$ cat config.mk
export PLATFORM = sky130hd
export DESIGN_NAME = priority_resolver_isr
export DESIGN_NICKNAME = d
export VERILOG_FILES = /design/src/rtl/priority_resolver_isr.sv
export SDC_FILE = /design/constraint.sdc
export NUM_CORES = 1
export LEC_CHECK = 0
export ABC_AREA = 0
export ABC_CLOCK_PERIOD_IN_PS = 5100
export CAP_MARGIN = 15
export CORE_ASPECT_RATIO = 0.9
export CORE_MARGIN = 2
export CORE_UTILIZATION = 30
export DETAILED_ROUTE_END_ITERATION = 12
export PLACE_DENSITY = 0.48
export SETUP_SLACK_MARGIN = 0.5
export SYNTH_ARGS = -nofsm -noshare
export SYNTH_HDL_FRONTEND = slang
export SYNTH_SLANG_ARGS = --single-unit
$ cat constraint.sdc
create_clock -name clk -period 5.1 [get_ports clk]
set_input_delay 1.53 -clock clk [delete_from_list [all_inputs] [get_ports clk]]
set_output_delay 1.53 -clock clk [all_outputs]
set_load 0.005 [all_outputs]
$ cat src/rtl/priority_resolver_isr.sv
// Priority resolver and in-service register for an 8259A-style PIC.
// Masks the IRR, picks the highest-priority eligible level under rotating
// fully-nested priority, raises int_out, and runs the two-pulse INTA
// acknowledge sequence. Also owns the ISR, EOI/AEOI handling and rotation.
//
// Handshake: inta_n is a level from the CPU, already synchronous to clk.
// Edges are found by comparing it with its registered copy. A falling edge in
// IDLE latches the winner; the second falling edge opens the vector window;
// the rising edge that ends the second pulse closes the sequence.
module priority_resolver_isr #(
   parameter int          NUM_IR       = 8,
   parameter logic [2:0]  RESET_LOWEST = 3'd7
) (
   input  logic              clk,
   input  logic              reset,
   input  logic [NUM_IR-1:0] interrupt_req_reg,
   input  logic [NUM_IR-1:0] interrupt_mask,
   input  logic              inta_n,
   input  logic              auto_eoi,
   input  logic              rotate_on_aeoi,
   input  logic              eoi_cmd,
   input  logic              eoi_specific,
   input  logic              eoi_rotate,
   input  logic [2:0]        eoi_level,
   input  logic              set_priority,
   input  logic [2:0]        set_level,
   output logic              int_out,
   output logic [NUM_IR-1:0] clear_ir_line,
   output logic              freeze,
   output logic [NUM_IR-1:0] in_service_reg,
   output logic [2:0]        vector_level,
   output logic              vector_en,
   output logic [2:0]        lowest_priority,
   output logic [1:0]        state_dbg
);

   typedef enum logic [1:0] {
      S_IDLE  = 2'd0,
      S_ACK1  = 2'd1,
      S_WAIT2 = 2'd2,
      S_ACK2  = 2'd3
   } state_t;

   localparam logic [NUM_IR-1:0] ONE = {{(NUM_IR-1){1'b0}}, 1'b1};

   state_t            state, state_next;
   logic              inta_q;
   logic              spurious, spurious_next;
   logic              int_next, freeze_next, vector_en_next;
   logic [2:0]        vector_level_next, lowest_next;
   logic [NUM_IR-1:0] clear_next, isr_next;

   logic [NUM_IR-1:0] pending;
   logic [NUM_IR-1:0] pend_rot, isr_rot;
   logic              pend_found, isr_found;
   logic [2:0]        pend_rank, isr_rank;
   logic              any_eligible;
   logic [2:0]        winner, isr_top_level;
   logic              inta_fall, inta_rise;

   logic [NUM_IR-1:0] isr_set, aeoi_clr, eoi_clr;
   logic              aeoi_rot;
   logic              eoi_hit;
   logic [2:0]        eoi_target;

   assign state_dbg = state;
   assign inta_fall = inta_q & ~inta_n;
   assign inta_rise = ~inta_q & inta_n;

   // Rotate pending and ISR so that bit 0 is the current highest priority,
   // then find the first set bit of each (rank 0 = highest priority).
   always_comb begin
      pending    = interrupt_req_reg & ~interrupt_mask;
      pend_rot   = '0;
      isr_rot    = '0;
      pend_found = 1'b0;
      isr_found  = 1'b0;
      pend_rank  = 3'd0;
      isr_rank   = 3'd0;
      for (int r = 0; r < NUM_IR; r++) begin
         pend_rot[r] = pending[3'(lowest_priority + 3'd1 + 3'(r))];
         isr_rot[r]  = in_service_reg[3'(lowest_priority + 3'd1 + 3'(r))];
      end
      for (int r = NUM_IR - 1; r >= 0; r--) begin
         if (pend_rot[r]) begin
            pend_found = 1'b1;
            pend_rank  = 3'(r);
         end
         if (isr_rot[r]) begin
            isr_found = 1'b1;
            isr_rank  = 3'(r);
         end
      end
      // Only the top pending level matters: if it is not above the top
      // in-service level, no lower-ranked pending level can be either.
      any_eligible  = pend_found && (!isr_found || (pend_rank < isr_rank));
      winner        = 3'(lowest_priority + 3'd1 + pend_rank);
      isr_top_level = 3'(lowest_priority + 3'd1 + isr_rank);
   end

   // Acknowledge sequencing, EOI handling and next values of all registers.
   always_comb begin
      state_next        = state;
      freeze_next       = freeze;
      vector_en_next    = vector_en;
      vector_level_next = vector_level;
      spurious_next     = spurious;
      clear_next        = '0;
      isr_set           = '0;
      aeoi_clr          = '0;
      aeoi_rot          = 1'b0;
      eoi_clr           = '0;
      eoi_hit           = 1'b0;
      eoi_target        = isr_top_level;

      case (state)
         S_IDLE: begin
            if (inta_fall) begin
               state_next  = S_ACK1;
               freeze_next = 1'b1;
               if (any_eligible) begin
                  isr_set           = ONE << winner;
                  clear_next        = ONE << winner;
                  vector_level_next = winner;
                  spurious_next     = 1'b0;
               end else begin
                  vector_level_next = 3'(NUM_IR - 1);
                  spurious_next     = 1'b1;
               end
            end
         end
         S_ACK1: begin
            if (inta_rise) state_next = S_WAIT2;
         end
         S_WAIT2: begin
            if (inta_fall) begin
               state_next     = S_ACK2;
               vector_en_next = 1'b1;
            end
         end
         S_ACK2: begin
            if (inta_rise) begin
               state_next     = S_IDLE;
               vector_en_next = 1'b0;
               freeze_next    = 1'b0;
               if (auto_eoi && !spurious) begin
                  aeoi_clr = ONE << vector_level;
                  aeoi_rot = rotate_on_aeoi;
               end
            end
         end
         default: state_next = S_IDLE;
      endcase

      // EOI is accepted in every state and works on the current ISR.
      if (eoi_cmd) begin
         if (eoi_specific) begin
            eoi_target = eoi_level;
            eoi_hit    = in_service_reg[eoi_level];
         end else begin
            eoi_hit    = isr_found;
         end
      end
      if (eoi_hit) eoi_clr = ONE << eoi_target;

      // A set and a clear of the same bit in one cycle leaves the bit set.
      isr_next = (in_service_reg & ~eoi_clr & ~aeoi_clr) | isr_set;

      // Later assignments take precedence: EOI rotation beats AEOI rotation,
      // which beats an explicit set_priority.
      lowest_next = lowest_priority;
      if (set_priority)             lowest_next = set_level;
      if (aeoi_rot)                 lowest_next = vector_level;
      if (eoi_hit && eoi_rotate)    lowest_next = eoi_target;

      int_next = (state_next == S_IDLE) && any_eligible;
   end

   // State and output registers; reset clears everything asynchronously.
   always_ff @(posedge clk or negedge reset) begin
      if (!reset) begin
         state           <= S_IDLE;
         inta_q          <= 1'b1;
         spurious        <= 1'b0;
         int_out         <= 1'b0;
         clear_ir_line   <= '0;
         freeze          <= 1'b0;
         in_service_reg  <= '0;
         vector_level    <= 3'd0;
         vector_en       <= 1'b0;
         lowest_priority <= RESET_LOWEST;
      end else begin
         state           <= state_next;
         inta_q          <= inta_n;
         spurious        <= spurious_next;
         int_out         <= int_next;
         clear_ir_line   <= clear_next;
         freeze          <= freeze_next;
         in_service_reg  <= isr_next;
         vector_level    <= vector_level_next;
         vector_en       <= vector_en_next;
         lowest_priority <= lowest_next;
      end
   end

endmodule
==> metrics.md <==
| Metric | Value |
|---|---|
| Max incr delay on CP | approximately 0.6 ns |
| R2R depth | 15 |
| M1 WL | 4.10 mm |
| Placed insts | 467 |
| 1st-iter DRT viols | just over 100 |
| Port buffer count | 57 |
| Crit Path Category | flip-flop to flip-flop |
| RePlAce Congestion | a little over 0.8 |
| Worst hold path depth | 2 |
| Synth-to-Final Area Change | 48.5% |
| Final setup fails | 0 |
| CTS tree | yes |
| Reg-to-reg slack, setup | between 0.5 and 0.6 ns |
| Final instance area | roughly 0.0043 sq mm |
| Register area | around 730 sq um |
| Via count | around 2700 |
| MaxCap Viol Count | 0 |
| Critical path depth | 15 |
| Most frequent cell after synthesis | dfrtp_1 |
| Fmax | about 220 MHz |
| Clock-pin slew on the worst setup and hold paths | ~0.06 ns |
| Post-synth top cells | dfrtp_1 (25), nand2_1 (24), mux2i_1 (19) |
| Syn Area/Cell | between 10 and 15 sq um |
| Cell taking the most area after synthesis | dfrtp_1 |
| 1st-pass router iterations | 4 |
| Slew Limit Fails | 0 |
| Critical Path Start | lowest_priority[0] |
| Wire length on met3 | around 420 microns |
| Fill count | 909 |
| Post-synthesis sequential area ratio | 25.5% |
| Syn Nets | about 320 |
| Worst Path Required | ~5.3 ns |
| NumNets Final | slightly above 400 |
| Initial antenna violation count | 0 |
| CP max stage cell | dfstp_2 |
| Largest net degree at the start of global routing | 31 |
| Max Root-Sink Buffers | 2 |
| Die width | between 100 and 150 microns |
| Grt total ovfl | 0 |
| Core area | about 0.0092 sq mm |
| Post-synth top area share | a little over a fifth |
| Synth Register Bits | 29 |
| Fin util | around 46% |
| Antenna viol nets, final | 0 |
| DRC errors left | 0 |
| Multi-input gate area | about 0.0024 sq mm |
| Least-Margin Pin Slew | between 0.8 and 0.9 ns |
| Worst reg2reg path endpoint | in_service_reg[7] |
| Final min period | 4.51 ns |
| Fraction of layout cells with a size suffix above 1 | a little over a third |
| Synth Flop Type | dfrtp_1 |
| Chip Height | 96.8 microns |
| RSZ-0062 raised after global routing | no |
| Number of synthesized flops with an enable pin | 0 |
| CTS hold repair buffers | 0 |
| Area of placed instances | 0.00370 sq mm |
| Async S/R FF share, synth | 100% |
| Layout Skew | roughly 0.0038 ns |
| CP delay by family, top | compound AO/OA/AOI/OAI gates |
| Final worst path period share | between 80% and 90% |
| Ant. Diodes | 0 |
| Die Area | slightly above 0.01 sq mm |
| Tot GR Track Use | 16.5% |
| Row cnt | 33 |
| WL met2 | roughly 4 mm |
| Post-Syn Area | 0.00287 sq mm |
| Ys Warns | 0 |
| Slew headroom | 40.5% |
| Worst Hold Class | flip-flop to flip-flop |
| Crit. End Element | flip-flop |
| CP max FO | 7 |
| First-pass GRT wire length | 13.6 mm |
| FF-to-FF Start | lowest_priority[0] |
| Area contributors post-synth | dfrtp_1 (22%), mux4_2 (14%), mux2i_1 (6.6%) |
| Initial Utilization | 31.2% |
| Status | finished, final reports clean |
| Root Buffer | clkbuf_8 |
| Num CTS Buffers | 5 |
| I/O pin count | 58 |
| WL/cell | between 15 and 20 microns |
| Clock Latency Late Sink | about 0.28 ns |
| HPWL Detailed | approximately 6.3 mm |
| # clock sinks | 29 |
| CP Cell Sequence | inv_2 > ha_4 > mux4_2 > mux2_4 > a211o_1 > nand4_1 > a221oi_4 > ha_2 > fa_2 > xor3_1 > a21o_1 > a2111oi_4 > nor3b_2 > o221ai_1 > o41ai_2 |
| Distinct cells, synth | 59 |
| Critical path capture point | in_service_reg[7] |
| Via density per instance | 5.59 |
| Highest Signal Layer | met4 |
| Worst Setup Start Kind | flip-flop |
| DRT Wirelength | about 8.6 mm |
| CTS H-tree lvls | 2 |
| WP data arrival | about 4.7 ns |
| CP Buf/Inv Count | 1 |
| Final Hold Viols | 0 |
| Syn Inst Count | about 280 |
| Vias in the first global route | approximately 2600 |
| Final instance count without filler cells | just under 500 |
## worst min path at each step
stage / start / endpoint
3_5_place_dp: freeze / freeze
6_report: freeze / freeze
3_3_place_gp: freeze / freeze
2_1_floorplan: spurious / spurious
5_1_grt: spurious / spurious
4_1_cts: freeze / freeze
## metrics by stage
step	hold WS, ns	worst slack, ns	TNS (ns)
finish	0.518	0.591	0
global route	0.556	0.488	0
CTS	0.525	0.502	0
detailed placement	0.502	-0.184	-2.04
global placement	0.502	-0.129	-1.12
floorplan	0.483	0.524	0
## worst register-to-register path, cell delays in order (launching register included)
cell	delay [ns]
dfstp_2	0.60
inv_2	0.07
ha_4	0.33
mux4_2	0.58
mux2_4	0.29
a211o_1	0.28
nand4_1	0.16
a221oi_4	0.09
ha_2	0.20
fa_2	0.33
xor3_1	0.24
a21o_1	0.21
a2111oi_4	0.43
nor3b_2	0.15
o221ai_1	0.30
o41ai_2	0.12
## layout make-up
cell class	count	area share [%]
clock buffer	7	2.03
sequential	29	17.2
multi-input combinational	230	55.8
inverter	8	0.705
tap	122	3.58
timing repair buffer	93	20.0
clock inverter	1	0.705
## cells in the final DEF, fill, tap and decap left out, drive strengths merged, types with 7 or more instances in the layout
master         netlist  routed
buf                 10      36
clkbuf               3      11
clkdlybuf4s50        0      41
dfrtp               25      25
inv                  7       7
mux2                 9       9
mux2i               19      19
mux4                19      19
nand2               24      24
nand2b              15      15
nand3                7       7
nor2                 7       7
nor4                14      14
o21ai               15      15
o41ai                8       8
## cells by family (layout without fill, tap and decap cells)
| group | after synthesis | in the layout | synth area share (%) |
|---|---|---|---|
| muxes | 47 | 47 | 25.2 |
| adders and majority gates | 8 | 8 | 4.01 |
| and+or+nand+nor | 108 | 109 | 21.8 |
| AOI/OAI and AO/OA | 60 | 60 | 15.7 |
| buffers and inverters | 21 | 109 | 4.19 |
| DFF | 29 | 29 | 25.5 |
| xor gates and xnor gates | 6 | 6 | 3.53 |
## repair_timing
action,CTS,global route
gates resized for setup,48,47
cloned,1,1
setup buffers,7,5
setup endpoints to repair,21,21
pin swaps,12,20
## routing by layer
metal | GRT usage [%] | vias to the layer above
met3 | 2.76 | 11
met5 | 0 | -
met4 | 3.50 | 0
met1 | 24.7 | 1350
met2 | 24.8 | 80
li1 | - | 1300
Power is left out: the tool's default activity adds up to more than one toggle a clock period on the data nets, which glitch-free logic cannot reach.
